### src/rtl/hazard_ctrl_pkg.sv
// hazard_ctrl_pkg: stall bit positions, divider FSM states and mask helper shared by the hazard controller.
package hazard_ctrl_pkg;
    localparam int STALL_PC  = 0;
    localparam int STALL_IF  = 1;
    localparam int STALL_ID  = 2;
    localparam int STALL_EX  = 3;
    localparam int STALL_MEM = 4;
    localparam int STALL_WB  = 5;
    localparam int STALL_W   = 6;

    typedef enum logic [1:0] {
        IDLE     = 2'd0,
        DIV_BUSY = 2'd1,
        DIV_DONE = 2'd2
    } div_state_t;

    // Stall request that freezes every stage from the PC up to and including stage top.
    function automatic logic [STALL_W-1:0] upto(input int top);
        upto = '0;
        for (int k = 0; k <= top; k++) upto[k] = 1'b1;
    endfunction
endpackage

### src/rtl/hazard_detect.sv
// hazard_detect: load-use compare between the EX load destination and the ID source registers.
module hazard_detect (
    input  logic       id_re1,
    input  logic       id_re2,
    input  logic [4:0] id_raddr1,
    input  logic [4:0] id_raddr2,
    input  logic       ex_wreg,
    input  logic [4:0] ex_waddr,
    input  logic       ex_is_load,
    output logic       load_use
);
    assign load_use = ex_is_load && ex_wreg && ex_waddr != 5'd0 &&
                      ((id_re1 && id_raddr1 == ex_waddr) || (id_re2 && id_raddr2 == ex_waddr));
endmodule

### src/rtl/hazard_ctrl.sv
// hazard_ctrl: load-use detection, iterative divider sequencing and per-stage stall merge.
module hazard_ctrl
    import hazard_ctrl_pkg::*;
#(
    parameter int DIV_CYCLES = 32
) (
    input  logic       clk,
    input  logic       rst,
    input  logic       id_re1,
    input  logic       id_re2,
    input  logic [4:0] id_raddr1,
    input  logic [4:0] id_raddr2,
    input  logic       ex_wreg,
    input  logic [4:0] ex_waddr,
    input  logic       ex_is_load,
    input  logic       div_req,
    input  logic       mem_wait,
    input  logic       flush,
    output logic [5:0] stall,
    output logic       div_go,
    output logic       div_done,
    output logic       load_use
);
    localparam int CNT_W = $clog2(DIV_CYCLES);

    div_state_t       state, state_nxt;
    logic [CNT_W-1:0] cnt, cnt_nxt;
    logic             lu_raw;
    logic             div_stall;
    logic [5:0]       req;

    hazard_detect u_detect (
        .id_re1     (id_re1),
        .id_re2     (id_re2),
        .id_raddr1  (id_raddr1),
        .id_raddr2  (id_raddr2),
        .ex_wreg    (ex_wreg),
        .ex_waddr   (ex_waddr),
        .ex_is_load (ex_is_load),
        .load_use   (lu_raw)
    );

    // A flush kills the instructions behind it, so only the memory wait survives.
    assign load_use  = !flush && lu_raw;
    assign div_go    = !flush && state == IDLE && div_req;
    assign div_done  = !flush && state == DIV_DONE;
    assign div_stall = !flush && (state == DIV_BUSY || (state == IDLE && div_req));
    assign req       = ({STALL_W{mem_wait}}  & upto(STALL_MEM)) |
                       ({STALL_W{div_stall}} & upto(STALL_EX))  |
                       ({STALL_W{load_use}}  & upto(STALL_ID));

    // Any frozen stage also freezes everything upstream of it.
    always_comb begin
        stall = '0;
        for (int k = 0; k < STALL_WB; k++) stall[k] = |(req >> k);
    end

    always_comb begin
        state_nxt = state;
        cnt_nxt   = cnt;
        if (flush) begin
            state_nxt = IDLE;
            cnt_nxt   = '0;
        end else begin
            case (state)
                IDLE: if (div_req) begin
                    state_nxt = DIV_BUSY;
                    cnt_nxt   = CNT_W'(DIV_CYCLES - 1);
                end
                DIV_BUSY: if (cnt == '0) state_nxt = DIV_DONE;
                          else cnt_nxt = cnt - CNT_W'(1);
                DIV_DONE: if (!stall[STALL_EX]) state_nxt = IDLE;
                default:  state_nxt = IDLE;
            endcase
        end
    end

    always_ff @(posedge clk) begin
        if (rst) begin
            state <= IDLE;
            cnt   <= '0;
        end else begin
            state <= state_nxt;
            cnt   <= cnt_nxt;
        end
    end
endmodule

### config.mk
export PLATFORM = sky130hd
export DESIGN_NAME = hazard_ctrl
export DESIGN_NICKNAME = d
export VERILOG_FILES = /design/src/rtl/hazard_ctrl_pkg.sv /design/src/rtl/hazard_detect.sv /design/src/rtl/hazard_ctrl.sv
export SDC_FILE = /design/constraint.sdc
export NUM_CORES = 1
export LEC_CHECK = 0
export BUFFER_PORTS_ARGS = -buffer_cell sky130_fd_sc_hd__buf_2
export CAP_MARGIN = 20
export CORE_MARGIN = 2
export CORE_UTILIZATION = 38
export CTS_CLUSTER_DIAMETER = 150
export DETAILED_ROUTE_END_ITERATION = 12
export PLACE_DENSITY = 0.73
export SLEW_MARGIN = 10
export SYNTH_ARGS = -nofsm -noshare
export SYNTH_HDL_FRONTEND = slang
export SYNTH_SLANG_ARGS = --single-unit
### constraint.sdc
create_clock -name clk -period 1.6 [get_ports clk]
set_clock_uncertainty 0.1 [all_clocks]
set_input_delay 0.24 -clock clk [delete_from_list [all_inputs] [get_ports clk]]
set_output_delay 0.24 -clock clk [all_outputs]
set_load 0.02 [all_outputs]
==> out/qor.json <==
{
  "outcome": {"value": "complete, but fails checks"},
  "violations": {"value": "negative setup slack"},
  "vias_per_cell": {"value": 5.22},
  "share_of_cells_above_drive_strength_1": {"value": 0.664},
  "cts_max_level": {"value": 1},
  "yosys.area.top_type": {"value": "dfxtp_1"},
  "clock_sinks": {"value": 7},
  "mappedNetlistNets": {"value": 96},
  "cp_max_fo": {"value": 3},
  "setup.reg_to_reg.worst_slack": {"value": 0.05, "unit": "ns"},
  "power.share.clock": {"value": 0.268},
  "ys.warnings.count": {"value": 0},
  "critical_path.most_common_cell": {"value": "buf_6"},
  "postRouteAntennaNets": {"value": 0},
  "critPathKind": {"value": "in -> out"},
  "worstHoldPathType": {"value": "in -> reg"},
  "final_min_period_over_clock_period": {"value": 1.08},
  "rows": {"value": 14},
  "antenna-diode-count": {"value": 0},
  "r2r_end": {"value": "cnt[0]"},
  "unique_masters_post_synth": {"value": 30},
  "final_period_minus_worst_setup_slack": {"value": 1.72, "unit": "ns"},
  "leakagePower": {"value": 0.446, "unit": "nW"},
  "cp_cell_sequence": {"value": "buf_6 -> xor2_2 -> nor4_2 -> a32oi_2 -> o21bai_4 -> buf_6"},
  "grt_max_degree": {"value": 10},
  "fin_total_pwr": {"value": 0.630, "unit": "mW"},
  "hold_path_depth": {"value": 3},
  "cp.buffers_inverters": {"value": 2},
  "critPathCaptureType": {"value": "output pin"},
  "dieWidth": {"value": 43.6, "unit": "µm"},
  "min_delay_worst_endpoint": {"value": "state[1]"},
  "critPathArrivalTime": {"value": 1.38, "unit": "ns"},
  "post_drt_wl_per_cell": {"value": 14.9, "unit": "µm"},
  "worst_path_dominant_cell_family": {"value": "compound AO/OA/AOI/OAI gates"},
  "clockBufferDepth": {"value": 2},
  "pwr_density_cell": {"value": 606, "unit": "nW/µm²"},
  "report.final.slew_viol_count": {"value": 0},
  "clk_latency": {"value": 0.26, "unit": "ns"},
  "portBuffers": {"value": 31},
  "synthMostInstantiatedCell": {"value": "xor2_1"},
  "r2r_start": {"value": "cnt[0]"},
  "first_pass_grt_wire_length": {"value": 2520, "unit": "µm"},
  "worst_setup_hold_path_clk_slew": {"value": 0.06, "unit": "ns"},
  "synth-seq-area-share": {"value": 0.235},
  "grt_antenna_before_repair": {"value": 0},
  "timing.reg2reg.worst_path_depth": {"value": 6},
  "synth-edff-count": {"value": 0},
  "worst_vdd_drop": {"value": 0.000473, "unit": "V"},
  "comb_power_share": {"value": 0.421},
  "report.final.hold_viol_count": {"value": 0},
  "finalSetupViolations": {"value": 4},
  "worst_setup_path_start_kind": {"value": "primary input"},
  "sw_frac_of_total": {"value": 0.334},
  "core_area": {"value": 1490, "unit": "µm²"},
  "ctsRootBufferMaster": {"value": "clkbuf_4"},
  "detailroute.via_count": {"value": 658},
  "hold_path_startpoint": {"value": "mem_wait"},
  "avgSynthCellArea": {"value": 8.51, "unit": "µm²"},
  "sequential_fraction_of_design_power": {"value": 0.311},
  "worst-endpoint-required": {"value": 1.26, "unit": "ns"},
  "drc_errors": {"value": 0},
  "worst_slack": {"value": -0.120, "unit": "ns"},
  "die_ar": {"value": 1900, "unit": "µm²"},
  "clock_tree_from_tritoncts": {"value": "yes"},
  "largest_cells_by_area_after_synthesis": {"value": "dfxtp_1, xor2_1, xnor2_1"},
  "power_report.internal_total": {"value": 0.419, "unit": "mW"},
  "die_height": {"value": 43.6, "unit": "µm"},
  "vias_in_the_first_global_route": {"value": 620},
  "area_growth": {"value": 74.6, "unit": "%"},
  "netlist_instances": {"value": 70},
  "initial_utilization": {"value": 0.400},
  "number_of_drc_markers_in_iteration_0": {"value": 9},
  "netSwitchingPower": {"value": 0.210, "unit": "mW"},
  "most_used_flip_flop_cell_after_synthesis": {"value": "dfxtp_1"},
  "design.portCount": {"value": 33},
  "cap_viol_max_count": {"value": 0},
  "netlist_top_cells_count": {"value": "xor2_1, dfxtp_1, nor2_1"},
  "cts-buffers-inserted": {"value": 3},
  "cts_hold_repair.buffers": {"value": 0},
  "groute.usage.overall": {"value": 0.175},
  "timing.critical_path.slowest_stage_cell": {"value": "nor4_2"},
  "layout.nets": {"value": 137},
  "cpPeakStageDelay": {"value": 0.31, "unit": "ns"},
  "totalNegativeSetupSlack": {"value": -0.426, "unit": "ns"},
  "max_clock_freq": {"value": 581, "unit": "MHz"},
  "synth.cell_area": {"value": 596, "unit": "µm²"},
  "last_weighted_congestion_value_of_the_routability_driven_placer": {"value": 0.780},
  "wl": {"value": 1880, "unit": "µm"},
  "post-synth-top-area-fraction": {"value": 0.235},
  "grt-ovfl-total": {"value": 0},
  "drt_pass1_iterations": {"value": 4},
  "rsz0062_at_grt": {"value": "yes"},
  "asyncSetResetFlopFracSynth": {"value": 0},
  "postSynthRegisterBits": {"value": 7},
  "dp.final_hpwl": {"value": 1200, "unit": "µm"}
}
[layout by cell type, fill, tap and decap left out, types with 4 or more instances in the layout]
cell type / netlist / final
xnor2_1: 5 / 5
nor2_1: 6 / 5
xor2_1: 8 / 5
buf_6: 0 / 9
buf_4: 5 / 12
dfxtp_1: 7 / 4
buf_2: 0 / 21
a21oi_1: 4 / 4
[worst min-delay path, stage by stage]
cell and delay, ns:
buf_2 0.11, nand3b_1 0.07, a21oi_1 0.06
[repair_timing]
item,4_1_cts,5_1_grt
cloned,0,0
pin swaps,10,8
endpoints found under the setup margin,4,9
gates resized for setup,20,21
setup buffers,2,2
[metal layers]
metal  GRT usage  vias up  wire length (µm)
li1            -      320                 -
met1       0.207      300               711
met2       0.303       30              1020
met3      0.0250        8                93
met4      0.0909        0                58
met5           0        -                 0
[state kept, by name, indices dropped and copies added, names as in the netlist]
name / cells
state: 2
cnt: 5
[worst max path at each step]
stage / from / end / slack, ns / depth (start not counted)
after detailed placement: ex_waddr[3] / stall[2] / -0.12 / 6
after global routing: id_raddr1[2] / stall[2] / -0.17 / 6
final: ex_waddr[1] / stall[2] / -0.12 / 6
after CTS: ex_waddr[4] / stall[2] / -0.07 / 5
after global placement: ex_waddr[0] / stall[1] / -0.10 / 5
after floorplan: state[1] / stall[1] / -0.008 / 5
[final cells by class]
cell class	instances	area, µm²
Clock buffer	4	26.3
Fill cell	107	449
Inverter	2	7.51
Multi-Input combinational cell	54	528
Sequential cell	7	146
Tap cell	16	20.0
Timing Repair Buffer	43	312
[kinds of logic (layout without fill, tap and decap cells)]
group                      count (synthesis)  count (layout)  synth area share
AOI/OAI and AO/OA                         13              13             0.155
xor gates and xnor gates                  13              13             0.191
adders and majority gates                  2               2            0.0420
buffers and inverters                      9              49            0.0883
DFF                                        7               7             0.235
muxes                                      1               1            0.0189
other                                      1               1           0.00630
and+or+nand+nor                           24              24             0.263
[power groups by stage]
stage | clock network [mW] | logic (mW) | registers [mW]
6_report | 0.169 | 0.265 | 0.196
5_1_grt | 0.176 | 0.284 | 0.197
4_1_cts | 0.170 | 0.225 | 0.195
3_5_place_dp | 0 | 0.198 | 0.198
3_3_place_gp | 0 | 0.194 | 0.198
2_1_floorplan | 0 | 0.125 | 0.195
[through the flow]
step	setup WS, ns	hold WS (ns)	area [µm²]	cells	utilization
3_5_place_dp	-0.122	0.441	823	119	0.553
5_1_grt	-0.173	0.203	1040	126	0.698
3_3_place_gp	-0.105	0.430	823	119	0.553
6_report	-0.120	0.174	1040	126	0.698
4_1_cts	-0.0718	0.169	946	125	0.635
2_1_floorplan	-0.00789	0.304	627	70	-
(Power assumes the default switching activity.)
